$ cat config.mk
export PLATFORM = sky130hd
export DESIGN_NAME = bioee_clkmeter
export DESIGN_NICKNAME = d
export VERILOG_FILES = /design/src/rtl/bioee_clkmeter.sv
export SDC_FILE = /design/constraint.sdc
export NUM_CORES = 1
export LEC_CHECK = 0
export BUFFER_PORTS_ARGS = -buffer_cell sky130_fd_sc_hd__buf_2
export CORE_AREA = 4 4 101 103
export DETAILED_ROUTE_END_ITERATION = 8
export DIE_AREA = 0 0 105 107
export GPL_TIMING_DRIVEN = 0
export MAX_ROUTING_LAYER = met4
export PLACE_DENSITY = 0.71
export SYNTH_ARGS = -nofsm -noshare
export SYNTH_HDL_FRONTEND = slang
export SYNTH_SLANG_ARGS = --single-unit
$ cat constraint.sdc
create_clock -name i_clkin -period 4.12 [get_ports i_clkin]
set_input_delay 0.618 -clock i_clkin [delete_from_list [all_inputs] [get_ports i_clkin]]
set_output_delay 0.618 -clock i_clkin [all_outputs]
set_load 0.05 [all_outputs]
$ cat src/rtl/bioee_clkmeter.sv
`timescale 1ns / 1ps
// Measures period (rise-to-rise) and high time (rise-to-fall) of a slow clock, in clkin cycles.
// Reports lock when two consecutive periods match; flags a sticky timeout on a stalled input.
module bioee_clkmeter #(
  parameter int unsigned PERIOD_W = 32,
  parameter int unsigned TIMEOUT  = 1048576,
  parameter int unsigned SYNC_STG = 2
) (
  input  logic                i_clkin,
  input  logic                i_rst_n,
  input  logic                i_enable,
  input  logic                i_sigin,
  output logic [PERIOD_W-1:0] o_period,
  output logic [PERIOD_W-1:0] o_high_time,
  output logic                o_period_valid,
  output logic                o_locked,
  output logic                o_timeout
);

  localparam logic [1:0] ST_IDLE = 2'd0;
  localparam logic [1:0] ST_ARM  = 2'd1;
  localparam logic [1:0] ST_MEAS = 2'd2;

  localparam logic [PERIOD_W-1:0] TIMEOUT_CNT = PERIOD_W'(TIMEOUT);
  localparam logic [PERIOD_W-1:0] CNT_MAX     = '1;
  localparam logic [PERIOD_W-1:0] CNT_ONE     = PERIOD_W'(1);

  logic [SYNC_STG-1:0] r_sync;
  logic                r_sig_d;
  logic [1:0]          r_state;
  logic [PERIOD_W-1:0] r_cnt;
  logic [PERIOD_W-1:0] r_period;
  logic [PERIOD_W-1:0] r_high;
  logic                r_valid;
  logic                r_locked;
  logic                r_timeout;
  logic                r_have_prev;

  logic                w_sig;
  logic                w_rise;
  logic                w_fall;
  logic                w_hit;
  logic [PERIOD_W-1:0] w_cnt_inc;
  logic [1:0]          w_state_nxt;
  logic [PERIOD_W-1:0] w_cnt_nxt;
  logic [PERIOD_W-1:0] w_period_nxt;
  logic [PERIOD_W-1:0] w_high_nxt;
  logic                w_valid_nxt;
  logic                w_locked_nxt;
  logic                w_timeout_nxt;
  logic                w_have_prev_nxt;

  assign w_sig     = r_sync[SYNC_STG-1];
  assign w_rise    = w_sig & ~r_sig_d;
  assign w_fall    = ~w_sig & r_sig_d;
  assign w_hit     = (r_cnt >= TIMEOUT_CNT);
  // Saturate rather than wrap so a stalled input never aliases to a short period.
  assign w_cnt_inc = (r_cnt == CNT_MAX) ? r_cnt : r_cnt + CNT_ONE;

  always_comb begin
    w_state_nxt     = r_state;
    w_cnt_nxt       = r_cnt;
    w_period_nxt    = r_period;
    w_high_nxt      = r_high;
    w_valid_nxt     = 1'b0;
    w_locked_nxt    = r_locked;
    w_timeout_nxt   = r_timeout;
    w_have_prev_nxt = r_have_prev;
    if (!i_enable) begin
      w_state_nxt     = ST_IDLE;
      w_cnt_nxt       = '0;
      w_locked_nxt    = 1'b0;
      w_have_prev_nxt = 1'b0;
    end else begin
      case (r_state)
        ST_IDLE: begin
          w_state_nxt     = ST_ARM;
          w_cnt_nxt       = '0;
          w_have_prev_nxt = 1'b0;
        end
        ST_ARM: begin
          if (w_rise) begin
            w_state_nxt   = ST_MEAS;
            w_cnt_nxt     = CNT_ONE;
            w_timeout_nxt = 1'b0;
          end else if (w_hit) begin
            w_cnt_nxt     = '0;
            w_timeout_nxt = 1'b1;
            w_locked_nxt  = 1'b0;
          end else begin
            w_cnt_nxt = w_cnt_inc;
          end
        end
        ST_MEAS: begin
          // A rise in the same cycle as the timeout threshold takes precedence.
          if (w_rise) begin
            w_cnt_nxt       = CNT_ONE;
            w_period_nxt    = r_cnt;
            w_valid_nxt     = 1'b1;
            w_locked_nxt    = r_have_prev && (r_cnt == r_period);
            w_have_prev_nxt = 1'b1;
          end else if (w_hit) begin
            w_state_nxt     = ST_ARM;
            w_cnt_nxt       = '0;
            w_timeout_nxt   = 1'b1;
            w_locked_nxt    = 1'b0;
            w_have_prev_nxt = 1'b0;
          end else begin
            w_cnt_nxt = w_cnt_inc;
            if (w_fall) begin
              w_high_nxt = r_cnt;
            end
          end
        end
        default: begin
          w_state_nxt = ST_IDLE;
          w_cnt_nxt   = '0;
        end
      endcase
    end
  end

  always_ff @(posedge i_clkin or negedge i_rst_n) begin
    if (!i_rst_n) begin
      r_sync      <= '0;
      r_sig_d     <= 1'b0;
      r_state     <= ST_IDLE;
      r_cnt       <= '0;
      r_period    <= '0;
      r_high      <= '0;
      r_valid     <= 1'b0;
      r_locked    <= 1'b0;
      r_timeout   <= 1'b0;
      r_have_prev <= 1'b0;
    end else begin
      r_sync      <= {r_sync[SYNC_STG-2:0], i_sigin};
      r_sig_d     <= w_sig;
      r_state     <= w_state_nxt;
      r_cnt       <= w_cnt_nxt;
      r_period    <= w_period_nxt;
      r_high      <= w_high_nxt;
      r_valid     <= w_valid_nxt;
      r_locked    <= w_locked_nxt;
      r_timeout   <= w_timeout_nxt;
      r_have_prev <= w_have_prev_nxt;
    end
  end

  assign o_period       = r_period;
  assign o_high_time    = r_high;
  assign o_period_valid = r_valid;
  assign o_locked       = r_locked;
  assign o_timeout      = r_timeout;

endmodule

==> results.md <==
- Die ar.: about 11000 µm²
- First-pass GRT wire length: roughly 17000 µm
- Outcome: completed
- Die Wd: 105 µm
- Share of cells above drive strength 1: between 20% and 30%
- Clk pin slew, worst setup/hold paths: ~0.1 ns
- Normalized max-slew margin: approximately 50%
- Number of cells on the critical path: 7
- Multi-input gate area: 1863 µm²
- Placer Congestion: ~0.92
- Via/cell ratio: 5.507
- Critical Path Max Stage Delay: 0.54 ns
- Worst-margin pin slew: approximately 0.76 ns
- Worst Clk Skew: 0.008495 ns
- Post-DR wirelength/cell: approximately 17 µm
- Total CTS buffers: 9
- TritonCTS clock tree: built
- Period utilization: roughly 57%
- Grt ovf: 0
- Post-route cell area: around 5300 µm²
- Final Max Slew Viols: 0
- Die span in y: roughly 110 µm
- DR DRC count: 0
- CTS Root Cell: clkbuf_8
- #FFs+latches synth: between 100 and 150
- Most common cell after layout, fill and taps aside: dfrtp_1
- WP data arrival: about 2.6 ns
- Commonest non-fill, non-tap cells in the layout: dfrtp_1, buf_2, mux2_2
- Power Total: between 2 and 2.5 mW
- Crit path buffers/inverters: 2
- Initial Util: 49.81%
- Vias: 3227
- Min cycle time layout: between 2 and 2.5 ns
- Total GRT Usage: 19.58%
- Synth unique cells: between 40 and 50
- DRT Pass-1 Iters: 5
- Worst VDD drop: around 0.36 mV
- Synth Instances: 379
- Setup TNS: 0 ns
- P per Cell Area: 435.7 nW/µm²
- IO buf count: between 60 and 70
- Worst r2r path cells: 7
- Setup WS post-layout: approximately 1.8 ns
- Setup bufs post-CTS: 0
- Data required, critical path: about 4.4 ns
- Non-Filler Instances: 586
- Crit path max fanout: 10
- Crit end category: register
- Placed cell area: roughly 5100 µm²
- Nets: between 400 and 500
- Slowest cell on the critical path: nor4_1
- Placed insts: 570
- Synthesis warning total: 0
- Initial DRC Count: between 150 and 200
- Final cell utilization of the core: roughly three fifths
- Hold buffers post-CTS: 0
- Ant. Diodes: 0
- Sequential element share of the synthesized area: a little under three fifths
- CTS Sinks: ~110
- Final hold vios: 0
- Largest net degree at the start of global routing: 65
- Fmax: 429.5 MHz
- Via count of the first global-routing pass: around 3300
- Antenna Nets Post-Route: 0
- Unrepaired setup endpoints after global routing: no
- Synthesized area: 4581 µm²
- CP Class: register to register
- Leakage power: ~2.8 nW
- Hold Crit Class: input pin to asynchronous set/reset pin
- FILL cells: 800
- Htree depth: 3
- Dpl ws: 1.813 ns
- Total wire length: 10070 µm
- Final setup fails: 0
- FF+latch area: roughly 2600 µm²
- CTS max path bufs: 2
- # resized after CTS: 0
- I/O pin count: a little over 70
- Hold_ws: around 0.22 ns
- Crit path cell chain: ha_1, nand4_1, nor4_1, and3_1, buf_4, inv_2, a211oi_2
- Worst skew pair latency: about 0.37 ns
- Syn avg cell area: 12.09 µm²
- CP top delay family: simple AND/OR/NAND/NOR gates
- Dpl hpwl: ~7400 µm
- Initial antenna violation count: 0
- Core area: between 9000 and 10000 µm²
- Num rows: 35
- Element type at the critical path start: register
- Maxcap violations: 0
- Area Overhead vs Synth: 16.53%
## state kept, by name (all words and copies together), names as in the netlist, 2 cells and up
signal and cells:
o_high_time 32, o_period 32, r_cnt 32, r_state 2, r_sync 2
## final cells by class
class | count | area share (%)
Sequential cell | 105 | 49.23
Timing Repair Buffer | 70 | 7.032
Multi-Input combinational cell | 256 | 34.90
Inverter | 10 | 0.7032
Clock buffer | 10 | 2.579
Buffer | 18 | 1.688
Tap cell | 111 | 2.602
Clock inverter | 6 | 1.266
## power breakdown
| group | total [mW] | internal (mW) | switching (mW) |
|---|---|---|---|
| Sequential | 1.17 | 1.10 | 0.0677 |
| Clock | 0.660 | 0.299 | 0.361 |
| Combinational | 0.498 | 0.153 | 0.345 |
| Total | 2.33 | 1.55 | 0.774 |
## routing by layer
metal / GRT usage (%) / share of wire [%]
met5: - / 0
met3: 3.010 / 4.4
met1: 27.36 / 48
met4: 7.029 / 2.0
met2: 29.29 / 46
## worst paths after layout
check | from | to | slack, ns
setup / recovery | r_cnt[0] | r_cnt[4] | 1.79
setup reg to reg | r_cnt[0] | r_cnt[4] | 1.79
min in group i_clkin | i_sigin | r_sync[0] | 0.35
hold / removal | i_rst_n | o_high_time[27] | 0.22
hold reg to reg | r_sync[0] | r_sync[1] | 0.36
max in group asynchronous | i_rst_n | r_cnt[20] | 3.20
## cell usage after synthesis (all sizes together)
| cell type | count | area (µm²) |
|---|---|---|
| nor3 | 5 | 30.03 |
| xnor2 | 13 | 113.9 |
| and3 | 3 | 18.77 |
| nor4 | 11 | 83.83 |
| o211ai | 1 | 7.510 |
| conb | 1 | 3.750 |
| nor2 | 17 | 63.81 |
| nor3b | 1 | 7.510 |
| a2111oi | 1 | 8.760 |
| and4 | 1 | 10.01 |
| inv | 10 | 37.53 |
| ha | 5 | 62.56 |
| clkbuf | 6 | 22.52 |
| a2bb2oi | 1 | 8.760 |
| nand2 | 16 | 62.56 |
| or2 | 1 | 6.260 |
| nor2b | 2 | 12.51 |
| o21ai | 22 | 110.1 |
| o21a | 1 | 7.510 |
| buf | 12 | 67.56 |
| a22oi | 1 | 7.510 |
| nand4 | 12 | 96.34 |
| xor2 | 23 | 201.4 |
| nand2b | 1 | 6.260 |
| a31oi | 3 | 18.77 |
| nand3 | 11 | 55.05 |
| mux2 | 46 | 518.0 |
| or4 | 2 | 18.77 |
| a41oi | 1 | 8.760 |
| and2 | 14 | 87.58 |
| o31ai | 2 | 15.01 |
| mux2i | 1 | 10.01 |
| or3 | 9 | 56.30 |
| dfrtp | 105 | 2628 |
| a21oi | 13 | 65.06 |
| a211oi | 5 | 42.54 |
## worst reg2reg max path: cells and delay by family, from the launching register on
family                     cells  cell delay [ns]
AOI/OAI and AO/OA              1             0.21
buffers and inverters          2             0.27
and+or+nand+nor                3             1.09
adders and majority gates      1             0.25
DFF                            1             0.44
## cells by family (layout without fill, tap and decap cells)
family	Yosys count	after routing	synth area share [%]
muxes	47	47	11.53
AOI/OAI and AO/OA	51	51	6.556
xor gates and xnor gates	36	36	6.883
other	1	11	0.08187
adders and majority gates	5	5	1.366
DFF	105	105	57.36
buffers and inverters	28	114	2.786
and+or+nand+nor	106	106	13.44
No activity file was read; power rests on OpenSTA's default activity.
